[config.mk]
export PLATFORM = sky130hd
export DESIGN_NAME = mem_arbiter
export DESIGN_NICKNAME = d
export VERILOG_FILES = /design/src/rtl/mem_arbiter.sv
export SDC_FILE = /design/constraint.sdc
export NUM_CORES = 1
export LEC_CHECK = 0
export ABC_AREA = 0
export CAP_MARGIN = 20
export CELL_PAD_IN_SITES_DETAIL_PLACEMENT = 1
export CELL_PAD_IN_SITES_GLOBAL_PLACEMENT = 2
export CORE_ASPECT_RATIO = 1.5
export CORE_MARGIN = 5
export CORE_UTILIZATION = 28
export DETAILED_ROUTE_END_ITERATION = 8
export GPL_TIMING_DRIVEN = 0
export MAX_ROUTING_LAYER = met4
export PLACE_DENSITY = 0.84
export REMOVE_ABC_BUFFERS = 1
export SLEW_MARGIN = 0
export SYNTH_ARGS = -nofsm -noshare
export SYNTH_HDL_FRONTEND = slang
export SYNTH_SLANG_ARGS = --single-unit
[constraint.sdc]
create_clock -name CLK -period 3 [get_ports CLK]
set_input_delay 0.75 -clock CLK [delete_from_list [all_inputs] [get_ports CLK]]
set_output_delay 0.75 -clock CLK [all_outputs]
set_load 0.05 [all_outputs]
[src/rtl/mem_arbiter.sv]
// mem_arbiter: single-port RAM arbiter, data over fetch, with wait-state watchdog
module mem_arbiter #(
  parameter int          TIMEOUT = 64,
  parameter logic [31:0] ERRWORD = 32'hBAD1BAD1
) (
  input  logic        CLK,
  input  logic        nRST,
  input  logic        iREN,
  input  logic [31:0] iaddr,
  input  logic        dREN,
  input  logic        dWEN,
  input  logic [31:0] daddr,
  input  logic [31:0] dstore,
  output logic        ihit,
  output logic [31:0] iload,
  output logic        dhit,
  output logic [31:0] dload,
  output logic        ram_REN,
  output logic        ram_WEN,
  output logic [31:0] ram_addr,
  output logic [31:0] ram_store,
  input  logic [31:0] ram_load,
  input  logic        ram_ready,
  output logic        err
);
  typedef enum logic [2:0] {IDLE, DACC, IACC, DRESP, IRESP} state_t;
  state_t state, nxt;
  logic [31:0] addr_q, store_q;
  logic        wr_q;
  logic [7:0]  cnt;
  logic        dreq, acc, tout;
  assign dreq      = dREN | dWEN;
  assign acc       = state == DACC || state == IACC;
  assign tout      = cnt == 8'(TIMEOUT - 1);
  assign ram_REN   = state == IACC || (state == DACC && !wr_q);
  assign ram_WEN   = state == DACC && wr_q;
  assign ram_addr  = addr_q;
  assign ram_store = store_q;
  assign ihit      = state == IRESP;
  assign dhit      = state == DRESP;
  // state register
  always_ff @(posedge CLK or negedge nRST)
    if (!nRST) state <= IDLE;
    else state <= nxt;
  // next state: data wins in IDLE, access ends on ready or watchdog expiry
  always_comb begin
    nxt = IDLE;
    case (state)
      IDLE:    nxt = dreq ? DACC : iREN ? IACC : IDLE;
      DACC:    nxt = (ram_ready || tout) ? DRESP : DACC;
      IACC:    nxt = (ram_ready || tout) ? IRESP : IACC;
      default: nxt = IDLE;
    endcase
  end
  // request capture, wait counter, returned words and sticky error
  always_ff @(posedge CLK or negedge nRST)
    if (!nRST) begin
      addr_q  <= '0;
      store_q <= '0;
      wr_q    <= 1'b0;
      cnt     <= '0;
      iload   <= '0;
      dload   <= '0;
      err     <= 1'b0;
    end else if (state == IDLE && nxt != IDLE) begin
      addr_q  <= (dreq ? daddr : iaddr) & 32'hFFFF_FFFC;
      store_q <= dstore;
      wr_q    <= dWEN;
      cnt     <= '0;
    end else if (acc) begin
      if (ram_ready) begin
        if (state == IACC) iload <= ram_load;
        else if (!wr_q) dload <= ram_load;
      end else if (tout) begin
        err <= 1'b1;
        if (state == IACC) iload <= ERRWORD;
        else if (!wr_q) dload <= ERRWORD;
      end else cnt <= cnt + 8'd1;
    end
endmodule

Word-level counts from Yosys, hierarchy flattened
Index checks and enable logic that the tools add are counted.
W data, S select, Z words.
- muxes and demuxes: 20
- bitwise logic cells: 5
- reductions and logical operators: 15
- equality and inequality tests: 7
- add/subtract/negate cells: 1
- operator list (operator ; count):
    $mux W32 ; 11
    $mux W8 ; 4
    $pmux W3 S3 ; 1
    $add A8 B1 Y8 const B ; 1
    $eq A8 B6 Y1 const B ; 1
    $reduce_and A4 Y1 ; 2
    $eq A3 B2 Y1 const B ; 2
    $mux W2 ; 3
    $reduce_and A5 Y1 ; 1
    $ne A2 B1 Y1 const B ; 2
    $not A1 Y1 ; 4
    $reduce_bool A2 Y1 ; 2
    $eq A3 B1 Y1 const B ; 1
    $eq A3 B3 Y1 const B ; 1
    $logic_and A1 B1 Y1 ; 3
    $logic_not A3 Y1 ; 1
    $logic_or A1 B1 Y1 ; 3
    $mux W3 ; 1
    $reduce_and A3 Y1 ; 1
    $reduce_bool A3 Y1 ; 1
    $logic_not A1 Y1 ; 1
    $or A1 B1 Y1 ; 1
- register bits after elaboration: 139
- input bits: 134

Logic depth before layout (Yosys ltp)
- word-level depth: 8
- depth in mapped cells: 6
- gate-level depth less buffers: 4

Least setup slack after synthesis
OpenSTA, ideal clock, no wires.
- kind: register to output
- start: reg state[1]
- end: out ihit
- required time: 2.250 ns
- path buffers: 2
- path slack: 0.428 ns
- cell stages (with the launch flop): 4
- arrival: 1.822 ns
- path through: dfrtp_1 buf_2 buf_2 nor3b_1
- longest elaborated chain between the ends: 1
- ends and longest elaborated chain (element ; RTL line ; RTL):
    start: declaration ; 27 ; state_t state, nxt;
    start signal: assignment ; 44 ; else state <= nxt;
    $eq A3 B3 Y1 ; 39 ; assign ihit = state == IRESP;
    end: declaration ; 14 ; output logic ihit,
No other way between the ends.

Final worst setup path
- start: reg state[2]
- end: out dhit
- longest elaborated chain between the ends: 1
- ends and longest elaborated chain (element ; RTL line ; RTL):
    $eq A3 B2 Y1 ; 40 ; assign dhit = state == DRESP;
    end: declaration ; 16 ; output logic dhit,
No other way between the ends.

==> results.cfg <==
[run_status]
status = completed

[route]
vias = 5823
ant_nets = 0
vias_per_cell = 4.857
routedWlPerCell_um = 18.62
drt_iter0_markers = 154
first_pass_iters = 4
routed_wirelength_um = 22330
route.detailed.drc = 0

[worst_setup_path]
reg2reg_from = state[0]
r2r_slack_ns = 0.34
cpPeakStageDelay_ns = 0.83
path_max_fanout = 16
worstSetupStartpointType = flop
crit_arrival_ns = 2.11
worstReg2RegEnd = ram_store[16]
required_ns = 2.25
path_buf_inv = 1
crit_chain = and3b_1, clkdlybuf4s50_1
rr_worst_depth = 4
critPathCaptureType = output pin
crit_slowest_cell = clkdlybuf4s50_1
crit_type = flop to output pin
path_delay_family = buffers and inverters

[pwr]
combPwrFrac = 0.570
power_frac_seq = 0.257
ir_worst_vdd_mv = 0.5725
p_sw_frac = 0.4778
p_total_mw = 13.32
intPower_mw = 6.955
clockPowerShare = 0.173
p_leak_nw = 4.365
cellPowerDensity_nw_per_um2 = 1287
p_sw_mw = 6.364

[clock_tree]
post_cts_buffers = 0
cts_root_buf = clkbuf_16
cts_max_path_buffers = 2
cts_buffers = 17
cts_tree = done
clk_pin_slew_ns = 0.06
worstSkewPairLatency_ns = 0.42
hold_buffers = 0
clock-sinks = 139
h-tree-depth = 4

[flow_run]
drv_cap = 0

[sta]
fin_skew_ns = 0.007299
rsz0062_at_grt = false
hold_viol = 0
worst_pin_slew_ns = 0.9190
tns_ns = 0
period_minus_slack_ns = 2.864
fmax_ghz = 0.3492
timing.hold.ws_ns = 0.3089
timing.final.crit_share = 0.9546
maxSlewHeadroom = 0.3854
finalMaxSlewViolations = 0
setup-violations-final = 0

[synth]
synthCells = 625
ys_types = 55
ys.flop_type = dfrtp_1
synthArstFlopShare = 1.000
syn-cell-area_um2 = 6644
ys_ff_latch = 139
synth_top_area_frac = 0.5235
yosys.area.top_type = dfrtp_1
synth-edff-count = 0
synth_area_leaders = dfrtp_1, mux2_1, mux2i_1, o311a_1, o311ai_1
syn_area_per_cell_um2 = 10.63
synth_warnings = 0
yosysSeqAreaShare = 0.5235

[floorplanning]
die_w_um = 135.8
die_y_um = 198.7
core_area_um2 = 23570
dieArea_um2 = 26970
core.rowCount = 69
ios = 267
initial_core_util = 0.2819

[finish]
utilization = 0.4392
layout_common_cells = clkdlybuf4s50_1, dfrtp_1, nor2_1
layout-drive-gt1-share = 0.07420
stdcell_count = 1199
final_common_cell = clkdlybuf4s50_1
area_growth_syn_to_layout_pct = 55.80
final_nets = 998
fill_cells = 2553

[global_routing]
antenna_found_initial = 3
gr-total-overflow = 0
grt_usage = 0.1675
grt_pass1_wl_um = 34340
grt_pass1_vias = 6339
grt_max_degree = 85

[place]
dp_hpwl_um = 16020
dp_cells = 1162
io_buffers = 260
gp_congestion = 0.7510

[hold_path]
hold_class = input port to async pin
==> worst max-delay path by stage <==
stage	from	to	slack [ns]	cells after the start
after detailed placement	dWEN	ram_addr[9]	-0.16	5
after floorplan	dREN	ram_addr[10]	-0.15	3
after global placement	nRST	ram_store[8]	-5.13	1
final	state[2]	dhit	0.14	2
after global routing	state[0]	dhit	0.06	2
after CTS	state[1]	dhit	0.004	2
==> synth_stat cells, drive strengths merged (2+ instances only) <==
| master | n |
|---|---|
| nor4b | 2 |
| a211oi | 21 |
| nand3 | 16 |
| inv | 33 |
| o311ai | 28 |
| mux2i | 35 |
| nand2 | 29 |
| nand4bb | 3 |
| dfrtp | 139 |
| o311a | 20 |
| mux2 | 32 |
| buf | 16 |
| o2bb2ai | 2 |
| or2 | 20 |
| nor3b | 4 |
| o21ai | 65 |
| a21oi | 2 |
| nor2 | 41 |
| o31ai | 2 |
| nand3b | 18 |
| clkbuf | 39 |
| nor3 | 20 |
| o211ai | 2 |
| nand2b | 15 |
==> cell families after synthesis <==
family,count (synthesis),synth area share
flops,139,0.5235
compound gates,149,0.1571
fa+ha+maj,1,0.001883
other cells,1,0.0005644
mux,67,0.1070
simple gates,178,0.1503
buf+inv,88,0.05706
xor+xnor,2,0.002637
==> worst reg2reg max path, cell delays in order (launching register included) <==
cell     delay, ns
dfrtp_1       0.55
or3_1         0.78
buf_16        0.31
nor2_8        0.50
mux2_1        0.40
==> layout make-up <==
class,instances,area [um2],share of cell area
Timing Repair Buffer,273,2865,0.2768
Multi-Input combinational cell,399,2826,0.2731
Clock inverter,9,158.9,0.01535
Clock buffer,23,488.0,0.04714
Sequential cell,139,3480,0.3362
Inverter,33,123.9,0.01197
Antenna cell,4,10.01,0.0009670
Tap cell,319,399.1,0.03856
==> power groups by stage <==
stage / Sequential, mW / Combinational, mW / Clock [mW]
floorplan: 6.30 / 1.88 / 0
global placement: 3.39 / 7.41 / 0
detailed placement: 3.45 / 7.70 / 0
CTS: 3.43 / 7.71 / 2.40
global route: 3.57 / 8.03 / 2.46
finish: 3.42 / 7.59 / 2.31
==> sequential cells by signal (all words and copies together), names as in the netlist <==
| signal | count |
|---|---|
| err | 1 |
| state | 3 |
| ram_store | 32 |
| iload | 32 |
| ram_addr | 30 |
| wr_q | 1 |
| dload | 32 |
| cnt | 8 |
==> layer usage <==
layer,wire length [um],GRT usage
met1,8727,0.1832
met2,11820,0.2930
met3,1168,0.03796
met4,610,0.06799
met5,0,-
==> repair_timing <==
item | 4_1_cts | 5_1_grt
endpoints found under the hold margin | 0 | 0
resized for setup | 2 | 4
setup endpoints to repair | 2 | 3
==> metrics by stage <==
stage / setup WS (ns) / cell area [um2]
floorplan: -0.1454 / 6392
global placement: -5.132 / 9394
detailed placement: -0.1618 / 9682
CTS: 0.003771 / 10330
global route: 0.05611 / 10350
finish: 0.1361 / 10350
Power figures use the tool's default switching activity.
==> edit 1: new RTL, config.mk and constraints unchanged <==
Encoding of `state_t`: now one-hot (5 bits for 5 states).
--- a/src/rtl/mem_arbiter.sv
+++ b/src/rtl/mem_arbiter.sv
@@ -24,5 +24,5 @@
   output logic        err
 );
-  typedef enum logic [2:0] {IDLE, DACC, IACC, DRESP, IRESP} state_t;
+  typedef enum logic [4:0] {IDLE = 5'b00001, DACC = 5'b00010, IACC = 5'b00100, DRESP = 5'b01000, IRESP = 5'b10000} state_t;
   state_t state, nxt;
   logic [31:0] addr_q, store_q;
Formal check against the unedited RTL: no difference found for any inputs over 4 cycles, from zero or initial values and one cycle with nRST low; so few cycles prove little.
==> edit 1 against the original RTL <==
Sequential power down 4%; routed wire length shrank 17%; critical path depth rose by 1; worst setup slack better by 0.0042 ns; sequential cell count rose by 2; synthesized area decreased by 8.1%; power shrank 10%; cell area decreased by 7.8%; cell count decreased by 11%; clock skew rose by 0.0022 ns.
==> edit 1: results (changes against the original RTL) <==
[run_status]
status=finished, final reports clean

[power_and_ir_drop]
powerClk_uw=1990  ; -14%
p_comb_uw=6710  ; -12%
combPwrFrac=0.561  ; -0.009
internal_power_uw=6280  ; -9.7%
p_leak_uw=0.00423  ; -3.1%
ir_drop_v=0.000573  ; +0.15%

[place]
dp_hpwl_mm=13.8  ; -14%
place.gp.congestion=0.732  ; -2.5%
dp.cells=1032  ; -11%
numPortBuffers=260  ; unchanged
post-place-ws_ns=-0.175  ; -0.0127 ns
place_area_um2=9000  ; -7.0%

[clock_tree]
h-tree-depth=4  ; unchanged
root_buffer=clkbuf_16
clk_latency_ns=0.42  ; about the same
clk_pin_slew_ns=0.06  ; about the same
numCtsBuffers=17  ; unchanged
clockBufferDepth=2  ; unchanged

[grt]
grt_pass1_vias=5293  ; -17%
use_met3=0.0565  ; +0.0185
grt_use_met1=0.167  ; -0.0165
track_usage=0.155  ; -0.0126
use_met2=0.263  ; -0.0297
grt_pass1_wl_mm=28.8  ; -16%
antenna_found_initial=0  ; -3
grt_max_degree=89  ; +4.7%

[final_layout]
drive_gt1_frac=0.144  ; +0.0699
fillers=2372  ; -7.1%
fin_cells=1063  ; -11%
num_antenna_cells=0  ; -4
layout.nets=914  ; -8.4%

[detailed_routing]
routed_wl_mm=18.5  ; -17%
wl_met1_mm=6.97  ; -20%
top_layer=met4
wl_met3_mm=1.58  ; +36%
dr.pass1.iters=4  ; unchanged
wl_met2_mm=9.65  ; -18%
drt_iter0_drc=165  ; +7.1%
vias=4822  ; -17%

[synth]
synth_compound_area_frac=0.0408  ; -0.116
synthTopCellsByCount=dfrtp_1 (140), nand2_1 (135), o21ai_0 (35)
async_flop_share=1.00  ; unchanged
synth_area_leaders=dfrtp_1 (57%), nand2_1 (8.3%), mux2_4 (7.4%)
ys.warnings.count=0  ; unchanged
synthCells=528  ; -16%
synth_adder_area_share=0.00205  ; +0.000165
synth-seq-area-share=0.578  ; +0.0543
synthDistinctLibCells=38  ; -31%
synth_mux_area_frac=0.190  ; +0.0835
synthFlopType=dfrtp_1
synthXorXnorAreaFrac=0.00143  ; -0.00120

[min_path]
hold_class=in2async

[timing]
skew_ns=0.00945  ; +0.00215 ns
tightest_slew_ns=0.882  ; -0.0368 ns

[critical_path]
worstPathMaxFanout=7  ; -9
cp.arrival_ns=2.11  ; about the same

## edit 1: cell types whose count changed in the layout (fill, tap and decap cells not counted), sizes merged, moves of 7 or more
cell    before  now
buf         15    8
nor3        20    1
o21ai       65   35
nor2        41    9
or2         20    0
nand2       29  135
o311a       20    0
o311ai      28    0
nand3       16    6
mux2        32   64
a211oi      21    0
nand3b      18    0
inv         34    2
and2         1   14
## edit 1: cells by family after synthesis
family | Yosys count
buf+inv | 35
flops | 141
other cells | 1
simple gates | 206
compound gates | 46
xor+xnor | 1
mux | 97
fa+ha+maj | 1
## edit 1: cell type report
class | count | area [um^2] | area share
Clock buffer | 20 | 457 | 0.0479
Clock inverter | 11 | 93.8 | 0.00983
Inverter | 1 | 3.75 | 0.000393
Multi-Input combinational cell | 353 | 2420 | 0.254
Sequential cell | 141 | 3530 | 0.370
Tap cell | 272 | 340 | 0.0357
Timing Repair Buffer | 265 | 2700 | 0.283
## edit 1: timing repair
item / 4_1_cts / 5_1_grt
pin swaps: 0 / 0
resized for setup: 11 / 3
setup buffers: 0 / 0
setup endpoints to repair: 4 / 2
## edit 1: critical path: stages (launching register included)
cell           delay, ns
dfstp_2             0.41
or3_2               0.49
nor3b_1             0.19
dlygate4sd2_1       0.60
## edit 1: worst paths after layout
kind                                     from  slack, ns                    end  depth (start not counted)
hold / removal                           nRST       0.28   dload[1]$_DFFE_PN0P_                          1
hold reg to reg               err$_DFFE_PN0P_       0.45        err$_DFFE_PN0P_                          1
min in group CLK              err$_DFFE_PN0P_       0.45        err$_DFFE_PN0P_                          1
setup / recovery           state[0]$_DFF_PN1_       0.14                   ihit                          3
max in group asynchronous                nRST       1.89     state[0]$_DFF_PN1_                          2
setup reg to reg           state[3]$_DFF_PN0_       0.32  dload[26]$_DFFE_PN0P_                          5
==> edit 2: new RTL, same flow settings <==
Made on the original files. The parameter `ERRWORD` goes from 32'hBAD1BAD1 to 32'h5D68DD68.
--- a/src/rtl/mem_arbiter.sv
+++ b/src/rtl/mem_arbiter.sv
@@ -2,5 +2,5 @@
 module mem_arbiter #(
   parameter int          TIMEOUT = 64,
-  parameter logic [31:0] ERRWORD = 32'hBAD1BAD1
+  parameter logic [31:0] ERRWORD = 32'h5D68DD68
 ) (
   input  logic        CLK,
Behaviour: same outputs for any inputs over 4 cycles, from zero or initial values and one cycle with nRST low; that may be too few to reach the edited logic, so the function may still have changed.
==> edit 2 against the original RTL <==
Routed wire length about the same; non-clock buffer count decreased by 2; synthesized area about the same; critical path depth unchanged; worst setup slack about the same; sequential cell count unchanged; power increased by 1.4%; cell area about the same.
==> edit 2: results (changes against the original RTL) <==
[detailed_routing]
vias=5792  ; -0.53%
drt_iter0_drc=196  ; +27%
routed_wl_mm=22.3  ; about the same
wl_per_cell_um=18.7  ; +0.36%

[die]
n_tap_cell=319  ; unchanged

[grt]
grt_max_degree=82  ; -3.5%
grt_pass1_wl_mm=34.7  ; +0.94%
track_usage=0.170  ; +0.00219
antenna_found_initial=0  ; -3
grt_pass1_vias=6262  ; -1.2%

[place]
dp_hpwl_mm=16.1  ; +0.62%
place.gp.congestion=0.740  ; -1.5%
post-place-ws_ns=0.0307  ; +0.192 ns
place_area_um2=9640  ; -0.39%

[synth]
synthDistinctLibCells=54  ; -1.8%
synth-seq-area-share=0.524  ; about the same
synth_compound_area_frac=0.157  ; about the same
synth.avg_cell_area_um2=10.6  ; -0.18%
synth_area_leaders=dfrtp_1 (52%), mux2_1 (5.4%), mux2i_1 (5.3%)
synth_adder_area_share=0.00188  ; about the same
synthTopCellsByCount=dfrtp_1 (139), clkbuf_1 (42), nor2_1 (38)
synthXorXnorAreaFrac=0.00264  ; about the same
synth_mux_area_frac=0.107  ; about the same

[final_layout]
bufAreaShareNonClock=0.272  ; -0.00526
drive_gt1_frac=0.0731  ; -0.00106
inverters=35  ; +6.1%
nMultiInputCombCells=398  ; -0.25%
fillers=2581  ; +1.1%
clock_buffers=21  ; -8.7%
layout.nets=997  ; -0.10%
multiInputGateArea_um2=2820  ; about the same
multi_input_area_share=0.273  ; -0.000307

[critical_path]
reg2reg_to=dload[4]$_DFFE_PN0P_
reg2regPathDepth=6  ; +2

[run_status]
status=finished, final reports clean

[timing]
skew_ns=0.00762  ; +0.000317 ns
max_clock_freq_mhz=349  ; about the same
tightest_slew_ns=0.960  ; +0.0410 ns

[power_and_ir_drop]
p_leak_uw=0.00438  ; +0.39%

==> edit 2: per-layer routing <==
metal | up-vias | track usage | part of all wire | wire, um
li1 | 2719 | - | - | -
met4 | 0 | 0.0616 | 0.026 | 576
met5 | - | - | 0 | 0
met3 | 28 | 0.0461 | 0.055 | 1230
met1 | 2889 | 0.180 | 0.38 | 8450
met2 | 156 | 0.302 | 0.54 | 12100
==> edit 2: power groups by stage <==
stage                     Sequential, uW  Clock, uW  Combinational, uW
after global placement              3400          0               7430
after global routing                3550       2700               7960
after detailed placement            3450          0               7650
after CTS                           3420       2630               7660
after floorplan                     6300          0               1880
final                               3410       2560               7540
==> edit 2: timing repair <==
action / in CTS / in global routing
setup endpoints to repair: 2 / 2
gates resized for setup: 2 / 2
hold buffers: 0 / 0
==> edit 2: critical path, stage by stage (launching register included) <==
cell and delay, ns:
dfrtp_1 0.57, and3b_1 0.29, clkdlybuf4s50_1 0.83
